## src/rtl/fetch_pkg.sv

```systemverilog
// Shared opcode, xop and entry definitions for the fetch queue.
// Optional predecode storage is enabled by FETCH_QUEUE_PREDECODE_EN.
package fetch_pkg;

    localparam logic [3:0] OP_SUB  = 4'h0;
    localparam logic [3:0] OP_MOVL = 4'h8;
    localparam logic [3:0] OP_MOVH = 4'h9;
    localparam logic [3:0] OP_JMP  = 4'hE;
    localparam logic [3:0] OP_MEM  = 4'hF;

    localparam logic [3:0] XOP_JZ  = 4'h0;
    localparam logic [3:0] XOP_JNZ = 4'h1;
    localparam logic [3:0] XOP_JS  = 4'h2;
    localparam logic [3:0] XOP_JNS = 4'h3;
    localparam logic [3:0] XOP_LD  = 4'h0;
    localparam logic [3:0] XOP_ST  = 4'h1;

    localparam logic [15:0] NOP_INSN = 16'hE010;

    typedef struct packed {
        logic [15:0] insn;
        logic [15:0] pc;
    } fq_entry_t;

    // {is_jump, is_mem, is_illegal}
    function automatic logic [2:0] predecode(input logic [15:0] insn);
        logic [3:0] op;
        logic [3:0] xop;
        logic       is_j;
        logic       is_m;
        logic       is_ill;
        op     = insn[15:12];
        xop    = insn[7:4];
        is_j   = (op == OP_JMP);
        is_m   = (op == OP_MEM) && ((xop == XOP_LD) || (xop == XOP_ST));
        is_ill = 1'b1;
        case (op)
            OP_SUB, OP_MOVL, OP_MOVH: is_ill = 1'b0;
            OP_JMP:                   is_ill = (xop > XOP_JNS);
            OP_MEM:                   is_ill = !is_m;
            default:                  is_ill = 1'b1;
        endcase
        return {is_j, is_m, is_ill};
    endfunction

endpackage

```

## src/rtl/fq_fifo.sv

```systemverilog
// Instruction FIFO: DEPTH x W storage, push/pop/flush, occupancy out.
// Push and pop together keep occupancy; pushed data is visible next cycle.
module fq_fifo
    import fetch_pkg::*;
#(
    parameter int DEPTH = 4,
    parameter int W     = $bits(fq_entry_t)
) (
    input  logic                       clk,
    input  logic                       rst,
    input  logic                       i_flush,
    input  logic                       i_push,
    input  logic [W-1:0]               i_wdata,
    input  logic                       i_pop,
    output logic [W-1:0]               o_rdata,
    output logic [$clog2(DEPTH):0]     o_count
);

    localparam int AW = $clog2(DEPTH);
    localparam logic [AW:0] FULL = (AW+1)'(DEPTH);

    logic [W-1:0]  r_mem [DEPTH];
    logic [AW-1:0] r_wr_ptr;
    logic [AW-1:0] r_rd_ptr;
    logic [AW:0]   r_count;
    logic          w_push;
    logic          w_pop;

    assign w_push  = i_push && !i_flush;
    assign w_pop   = i_pop && !i_flush && (r_count != '0);
    assign o_rdata = r_mem[r_rd_ptr];
    assign o_count = r_count;

    // Storage write; contents need no reset since occupancy gates use.
    always_ff @(posedge clk) begin
        if (w_push) begin
            r_mem[r_wr_ptr] <= i_wdata;
        end
    end

    // Pointer and occupancy update; flush empties the queue in one cycle.
    always_ff @(posedge clk) begin
        if (rst || i_flush) begin
            r_wr_ptr <= '0;
            r_rd_ptr <= '0;
            r_count  <= '0;
        end else begin
            if (w_push) begin
                r_wr_ptr <= r_wr_ptr + 1'b1;
            end
            if (w_pop) begin
                r_rd_ptr <= r_rd_ptr + 1'b1;
            end
            case ({w_push, w_pop})
                2'b10:   r_count <= r_count + 1'b1;
                2'b01:   r_count <= r_count - 1'b1;
                default: r_count <= r_count;
            endcase
        end
    end

    // The issue credit rule must never let a push land in a full queue.
    a_no_push_full: assert property (
        @(posedge clk) disable iff (rst)
        w_push |-> (r_count != FULL)
    );

endmodule

```

## src/rtl/fetch_queue.sv

```systemverilog
// Instruction fetch queue: credit-based issue, MEM_LAT in-flight tracking,
// redirect flush, and a FIFO to decode. Option: FETCH_QUEUE_PREDECODE_EN.
module fetch_queue
    import fetch_pkg::*;
#(
    parameter int          DEPTH    = 4,
    parameter int          MEM_LAT  = 2,
    parameter logic [15:0] RESET_PC = 16'h0000
) (
    input  logic        clk,
    input  logic        rst,
    output logic [14:0] mem_raddr,
    input  logic [15:0] mem_rdata,
    input  logic        redirect,
    input  logic [15:0] redirect_pc,
    output logic        out_valid,
    input  logic        out_ready,
    output logic [15:0] out_insn,
    output logic [15:0] out_pc
`ifdef FETCH_QUEUE_PREDECODE_EN
    ,
    output logic [2:0]  out_pre
`endif
);

    localparam int AW = $clog2(DEPTH);
`ifdef FETCH_QUEUE_PREDECODE_EN
    localparam int EW = $bits(fq_entry_t) + 3;
`else
    localparam int EW = $bits(fq_entry_t);
`endif

    logic [15:0]        r_fetch_pc;
    logic [MEM_LAT-1:0] r_infl_v;
    logic [15:0]        r_infl_pc [MEM_LAT];

    logic [AW:0]   w_occ;
    logic [4:0]    w_infl_cnt;
    logic [5:0]    w_used;
    logic          w_issue;
    logic          w_push;
    logic          w_pop;
    fq_entry_t     w_push_ent;
    fq_entry_t     w_head_ent;
    logic [EW-1:0] w_wdata;
    logic [EW-1:0] w_rdata;

    // Count reads still travelling through the memory pipeline.
    always_comb begin
        w_infl_cnt = '0;
        for (int i = 0; i < MEM_LAT; i++) begin
            w_infl_cnt = w_infl_cnt + 5'(r_infl_v[i]);
        end
    end

    assign w_used    = 6'(w_occ) + 6'(w_infl_cnt);
    assign w_issue   = !redirect && (w_used < 6'(DEPTH));
    assign mem_raddr = r_fetch_pc[15:1];

    assign w_push     = r_infl_v[MEM_LAT-1];
    assign out_valid  = (w_occ != '0);
    assign w_pop      = out_valid && out_ready;
    assign w_push_ent = '{insn: mem_rdata, pc: r_infl_pc[MEM_LAT-1]};

`ifdef FETCH_QUEUE_PREDECODE_EN
    assign w_wdata    = {predecode(mem_rdata), w_push_ent};
    assign w_head_ent = w_rdata[$bits(fq_entry_t)-1:0];
    assign out_pre    = w_rdata[EW-1 -: 3];
`else
    assign w_wdata    = w_push_ent;
    assign w_head_ent = w_rdata;
`endif

    assign out_insn = w_head_ent.insn;
    assign out_pc   = w_head_ent.pc;

    // Fetch PC: reset, then redirect target, else advance on each issue.
    always_ff @(posedge clk) begin
        if (rst) begin
            r_fetch_pc <= RESET_PC;
        end else if (redirect) begin
            r_fetch_pc <= {redirect_pc[15:1], 1'b0};
        end else if (w_issue) begin
            r_fetch_pc <= r_fetch_pc + 16'd2;
        end
    end

    // In-flight valid bits; a redirect kills everything already issued.
    always_ff @(posedge clk) begin
        if (rst || redirect) begin
            r_infl_v <= '0;
        end else begin
            r_infl_v[0] <= w_issue;
            for (int i = 1; i < MEM_LAT; i++) begin
                r_infl_v[i] <= r_infl_v[i-1];
            end
        end
    end

    // In-flight PCs follow the valid bits; only qualified slots are used.
    always_ff @(posedge clk) begin
        r_infl_pc[0] <= r_fetch_pc;
        for (int i = 1; i < MEM_LAT; i++) begin
            r_infl_pc[i] <= r_infl_pc[i-1];
        end
    end

    fq_fifo #(
        .DEPTH (DEPTH),
        .W     (EW)
    ) u_fifo (
        .clk     (clk),
        .rst     (rst),
        .i_flush (redirect),
        .i_push  (w_push),
        .i_wdata (w_wdata),
        .i_pop   (w_pop),
        .o_rdata (w_rdata),
        .o_count (w_occ)
    );

endmodule

```

## config.mk

```make
export PLATFORM = sky130hd
export DESIGN_NAME = fetch_queue
export DESIGN_NICKNAME = d
export VERILOG_FILES = /design/src/rtl/fetch_pkg.sv /design/src/rtl/fq_fifo.sv /design/src/rtl/fetch_queue.sv
export SDC_FILE = /design/constraint.sdc
export NUM_CORES = 1
export LEC_CHECK = 0
export BUFFER_PORTS_ARGS = -buffer_cell sky130_fd_sc_hd__buf_2
export CAP_MARGIN = 20
export CORE_ASPECT_RATIO = 1.5
export CORE_MARGIN = 4
export CORE_UTILIZATION = 61
export DETAILED_ROUTE_END_ITERATION = 12
export PLACE_DENSITY = 0.89
export RECOVER_POWER = 100
export SLEW_MARGIN = 20
export SYNTH_ARGS = -nofsm -noshare
export SYNTH_HDL_FRONTEND = slang
export SYNTH_SLANG_ARGS = --single-unit
```

## constraint.sdc

```tcl
create_clock -name clk -period 5.4 [get_ports clk]
set_clock_uncertainty 0.05 [all_clocks]
set_input_delay 0.81 -clock clk [delete_from_list [all_inputs] [get_ports clk]]
set_output_delay 0.81 -clock clk [all_outputs]
set_load 0.01 [all_outputs]
```

After elaboration in Yosys (flattened, before gate mapping)
Memories as Yosys holds them, arrays and structs flattened. A register that Yosys moved wholly into a read port is not among the register bits. Index checks and enable logic that the tools add are counted.

Register bits after elaboration: 25. Memory bits (writable): 160. Input port bits: 36. Output and inout bits: 48. Memories: 2.

Memories: u_fifo.r_mem (words 4, width 32, read ports 1, clocked after memory_dff 1, write ports 1, RTL line fq_fifo.sv:22) `logic [W-1:0] r_mem [DEPTH];`; r_infl_pc (words 2, width 16, read ports 2, clocked after memory_dff 0, write ports 2, RTL line fetch_queue.sv:35) `logic [15:0] r_infl_pc [MEM_LAT];`.

Add/subtract/negate cells: 7. Order comparisons: 1. Equality and inequality tests: 2. Mux-type cells: 7. Reductions and logical operators: 11.

Operators with widths (number): $mux 16 (2); $add 16x2->16 const B (1); $pmux 3 s2 (1); $logic_and 1x1->1 (5); $add 2x1->2 const B (2); $add 3x2->4 (1); $lt 4x3->1 const B (1); $mux 2 (2); $reduce_bool 2->1 (2); $add 3x1->3 const B (1); $reduce_bool 3->1 (1); $sub 3x1->3 const B (1); $add 1x1->2 (1); $eq 2x1->1 const B (1); $eq 2x2->1 const B (1); $mux 1 (2); $reduce_or 2->1 (1); $logic_not 1->1 (1); $logic_or 1x1->1 (1).

Depth between registers and ports, before layout
Depth in word-level cells: 6. Mapped depth: 8. Gate-level depth less buffers: 7.

Cells and area by module
From an unflattened synthesis, not the netlist that was laid out.

Cell total of the unflattened synthesis: 360. Area total of the unflattened synthesis: 6695.2 um^2.

Modules (own cells, without submodules): fq_fifo (instances 1, cells each 216, area each 5109.9 um^2, sequential area each 4023.9 um^2); fetch_queue (instances 1, cells each 144, area each 1585.3 um^2, sequential area each 940.9 um^2).

Worst setup path after synthesis
OpenSTA, ideal clock, no wires.

Path type: input to register. From: input redirect. To: register u_fifo.r_count[2] (netlist: u_fifo.o_count[2]). Library setup time: 0.071 ns. Data arrival time: 2.668 ns. Required time: 5.279 ns. Setup slack: 2.611 ns. Cell stages on the path: 8. Buffers on the path: 1. Cell sequence: clkbuf_1 -> clkinv_1 -> and3_1 -> ha_1 -> fa_1 -> xnor2_1 -> or3_1 -> a21oi_1.

Longest elaborated chain between the ends: 5. Elaborated cells between the ends (all ways): 9. Classes of those cells: 2 x eq/ne; 1 x mux; 6 x reduce/logical.

Ends and longest elaborated chain: from (decl) (RTL line fetch_queue.sv:14) `input logic redirect,`; $logic_not 1->1 (*) (RTL line fq_fifo.sv:30) `assign w_pop = i_pop && !i_flush && (r_count != '0);`; $logic_and 1x1->1 (*) (2 in a row) (RTL line fq_fifo.sv:30); via u_fifo.w_pop (RTL line fq_fifo.sv:27) `logic w_pop;`; $eq 2x1->1 / $eq 2x2->1 (equally long branches) (RTL line fq_fifo.sv:54) `case ({w_push, w_pop})`; $pmux 3 s2 / $reduce_bool 2->1 (equally long branches); to (signal assigned) (RTL line fq_fifo.sv:55) `2'b10: r_count <= r_count + 1'b1;`; to (signal assigned) (RTL line fq_fifo.sv:56) `2'b01: r_count <= r_count - 1'b1;`; to (signal assigned) (RTL line fq_fifo.sv:57) `default: r_count <= r_count;`; to (decl) (RTL line fq_fifo.sv:25) `logic [AW:0] r_count;`.

Mark *: on every way through the listed nets, which the timed path passes. The rest lies on a longest branch. A chain may end at the register's enable or synchronous reset.

==> out/results.ini <==
[run_status]
status=finished, violations left
violations=capacitance limit, slew limit

[placement]
io_buffer_count=81
dp_hpwl_mm=6.97
place_ws_ns=2.07
globalplace.congestion=0.788

[clock_tree]
clk_pin_slew_ns=0.06
cts.repair.resized=0
hold_buffers=0
clock-sinks=180
clockRootBuffer=clkbuf_16
clock_latency_ns=0.41
cts_setup_buffers=0
cts_buffers=17
tritoncts=yes
ctsHtreeMaxLevel=4
clockBufferDepth=2

[yosys]
synth_area_leaders=edfxtp_1 (57%), dfxtp_1 (17%), mux4_2 (11%)
yosysTopAreaCellShare=0.575
synthCells=352
syn_area_um2=6480
yosysSeqAreaShare=0.748
async_reset_ff_frac=0
yosys.area.top_type=edfxtp_1
synth_edf_count=124
ys_warn_count=0
yosysUniqueCellTypes=44
synth-seq-cells=180
synth_top_flop_cell=edfxtp_1
synth.avg_cell_area_um2=18.4
syn_nets=396

[sta]
setup_ws_ns=2.12
finalCritPeriodShare=0.608
setup_tns_ns=0
rsz0062_at_grt=false
relSlewSlack=-0.544
setup_viol=0
drv_slew=133
clock.fmax_mhz=304
post-route-min-period_ns=3.28
hold_viol=0
tightest_slew_ns=2.31

[worst_setup_path]
timing.rr.start=u_fifo.o_count[0]
crit_fanout=31
arrival_ns=2.42
crit_path_start_kind=flip-flop
reg2reg_to=r_fetch_pc[10]
critical_path.endpoint_type=primary output
crit_required_ns=4.54
rr_worst_depth=5
reg2reg_slack_ns=2.32
path_class=flip-flop to primary output

[power]
p_per_area_nw_per_um2=380
leakage_nw=2.47
ir_worst_vdd_v=0.000300

[global_routing]
grt_start_max_net_pins=32
grt_pass1_vias=3514
grt_first_pass_wirelength_mm=18.0
antenna_found_initial=0
grt-ovfl-total=0
grt.total_usage=0.196

[routing]
dr_total_vias=3349
dr_wl_met2_mm=6.23
firstDrtPassIters=4
avgViaCountPerCell=5.65
wl_met1_mm=4.15
dr_wl_met3_um=483
routed.top_layer=met4
first_iter_violations=199
post-route-drc-count=0
antenna_left=0
drt-total-wl_mm=11.2
wl_per_cell_um=18.8

[floorplanning]
fp.dieH_um=134
rows=45
die_area_um2=12400
die_width_um=92.1
ios=84
initial_core_util=0.632
core-area_um2=10200

[worst_hold_path]
hold_end=r_infl_pc[0][19]
worstHoldStart=r_infl_pc[0][3]
hold_depth=0
hp-class=flip-flop to flip-flop

[finish]
fillers=680
n_antenna_cell=0
fin_nets=483
synthToLayoutAreaGrowth_pct=16.5
drive_gt1_frac=0.181

[run]
max_cap_viol_count=5

[critical path, cell delays in order, from the launching register on]
cell,delay (ns)
dfxtp_2,0.31
clkbuf_2,0.86
mux4_2,0.65
clkbuf_1,0.15
[final cells by class]
type | instances | area (um^2) | area share
clock buffers | 22 | 474 | 0.0629
clock inverters | 10 | 154 | 0.0204
inverters | 9 | 33.8 | 0.00448
multi-input cells | 148 | 1520 | 0.202
flip-flops and latches | 180 | 4850 | 0.642
well taps | 141 | 176 | 0.0234
repair buffers | 83 | 339 | 0.0449
[metal layers]
metal / GRT usage / up-vias
met5: 0 / -
met4: 0.0818 / 0
met3: 0.0494 / 22
met2: 0.353 / 107
met1: 0.220 / 1663
li1: - / 1557
[state kept, by name, summed over array words and instances (netlist names), named ones only]
| signal | flops |
|---|---|
| u_fifo.r_mem | 124 |
| r_infl_pc | 30 |
| r_fetch_pc | 15 |
| u_fifo.o_count | 3 |
| r_infl_v | 2 |
| u_fifo.r_rd_ptr | 2 |
| u_fifo.r_wr_ptr | 2 |
[logic make-up (layout without fill, tap and decap cells)]
family | Yosys count | count (layout) | share of synthesized area
other cells | 1 | 1 | 0.000579
fa+ha+maj | 8 | 8 | 0.0166
simple gates | 60 | 60 | 0.0500
compound gates | 31 | 31 | 0.0381
mux | 36 | 36 | 0.116
xor+xnor | 12 | 12 | 0.0162
flops | 180 | 180 | 0.748
buf+inv | 24 | 124 | 0.0151
[layout by cell type, fill, tap and decap left out, drive strengths merged, types with 5 or more instances in the layout]
cell and n:
edfxtp 124, clkinv 5, mux4 31, nand2 8, mux2i 5, buf 19
nor2 19, xnor2 11, a211oi 10, dfxtp 56, ha 7, clkbuf 86
inv 8
[power breakdown]
group	switching (mW)	internal, mW	total (mW)
Sequential	0.0262	1.51	1.53
Clock	0.463	0.808	1.27
Combinational	0.0387	0.0267	0.0654
Total	0.528	2.34	2.87
[per-stage QoR]
stage / area [um^2] / hold slack [ns] / total power [mW] / instances / utilization
final: 7540 / 0.275 / 2.87 / 593 / 0.736
after global routing: 7540 / 0.276 / 2.96 / 593 / 0.736
after CTS: 7640 / 0.276 / 2.89 / 593 / 0.746
after detailed placement: 7020 / 0.262 / 1.63 / 561 / 0.685
after global placement: 7020 / 0.260 / 1.62 / 561 / 0.685
after floorplan: 6480 / 0.260 / 1.59 / 352 / -
[synth_stat cells, types with 3 or more instances]
library cell / n
nor2_1: 19
clkbuf_1: 11
inv_1: 8
ha_1: 7
a21oi_1: 3
nand3_1: 4
dfxtp_1: 56
mux2i_1: 5
or3_1: 4
and2_1: 4
or4_1: 3
edfxtp_1: 124
nand2_1: 8
xnor2_1: 11
o31ai_1: 3
a211oi_1: 10
a311oi_1: 4
mux4_2: 31
buf_2: 3
[worst max-delay path by stage]
stage                                    to  slack [ns]  cells past startpoint
after floorplan           u_fifo.o_count[2]        2.61                      8
after global placement    u_fifo.o_count[2]        2.15                      8
after detailed placement  u_fifo.o_count[2]        2.07                      8
after CTS                        out_pc[15]        2.46                      3
after global routing             out_pc[10]        1.84                      3
final                            out_pc[15]        2.12                      3
No activity file was read; power rests on OpenSTA's default activity.
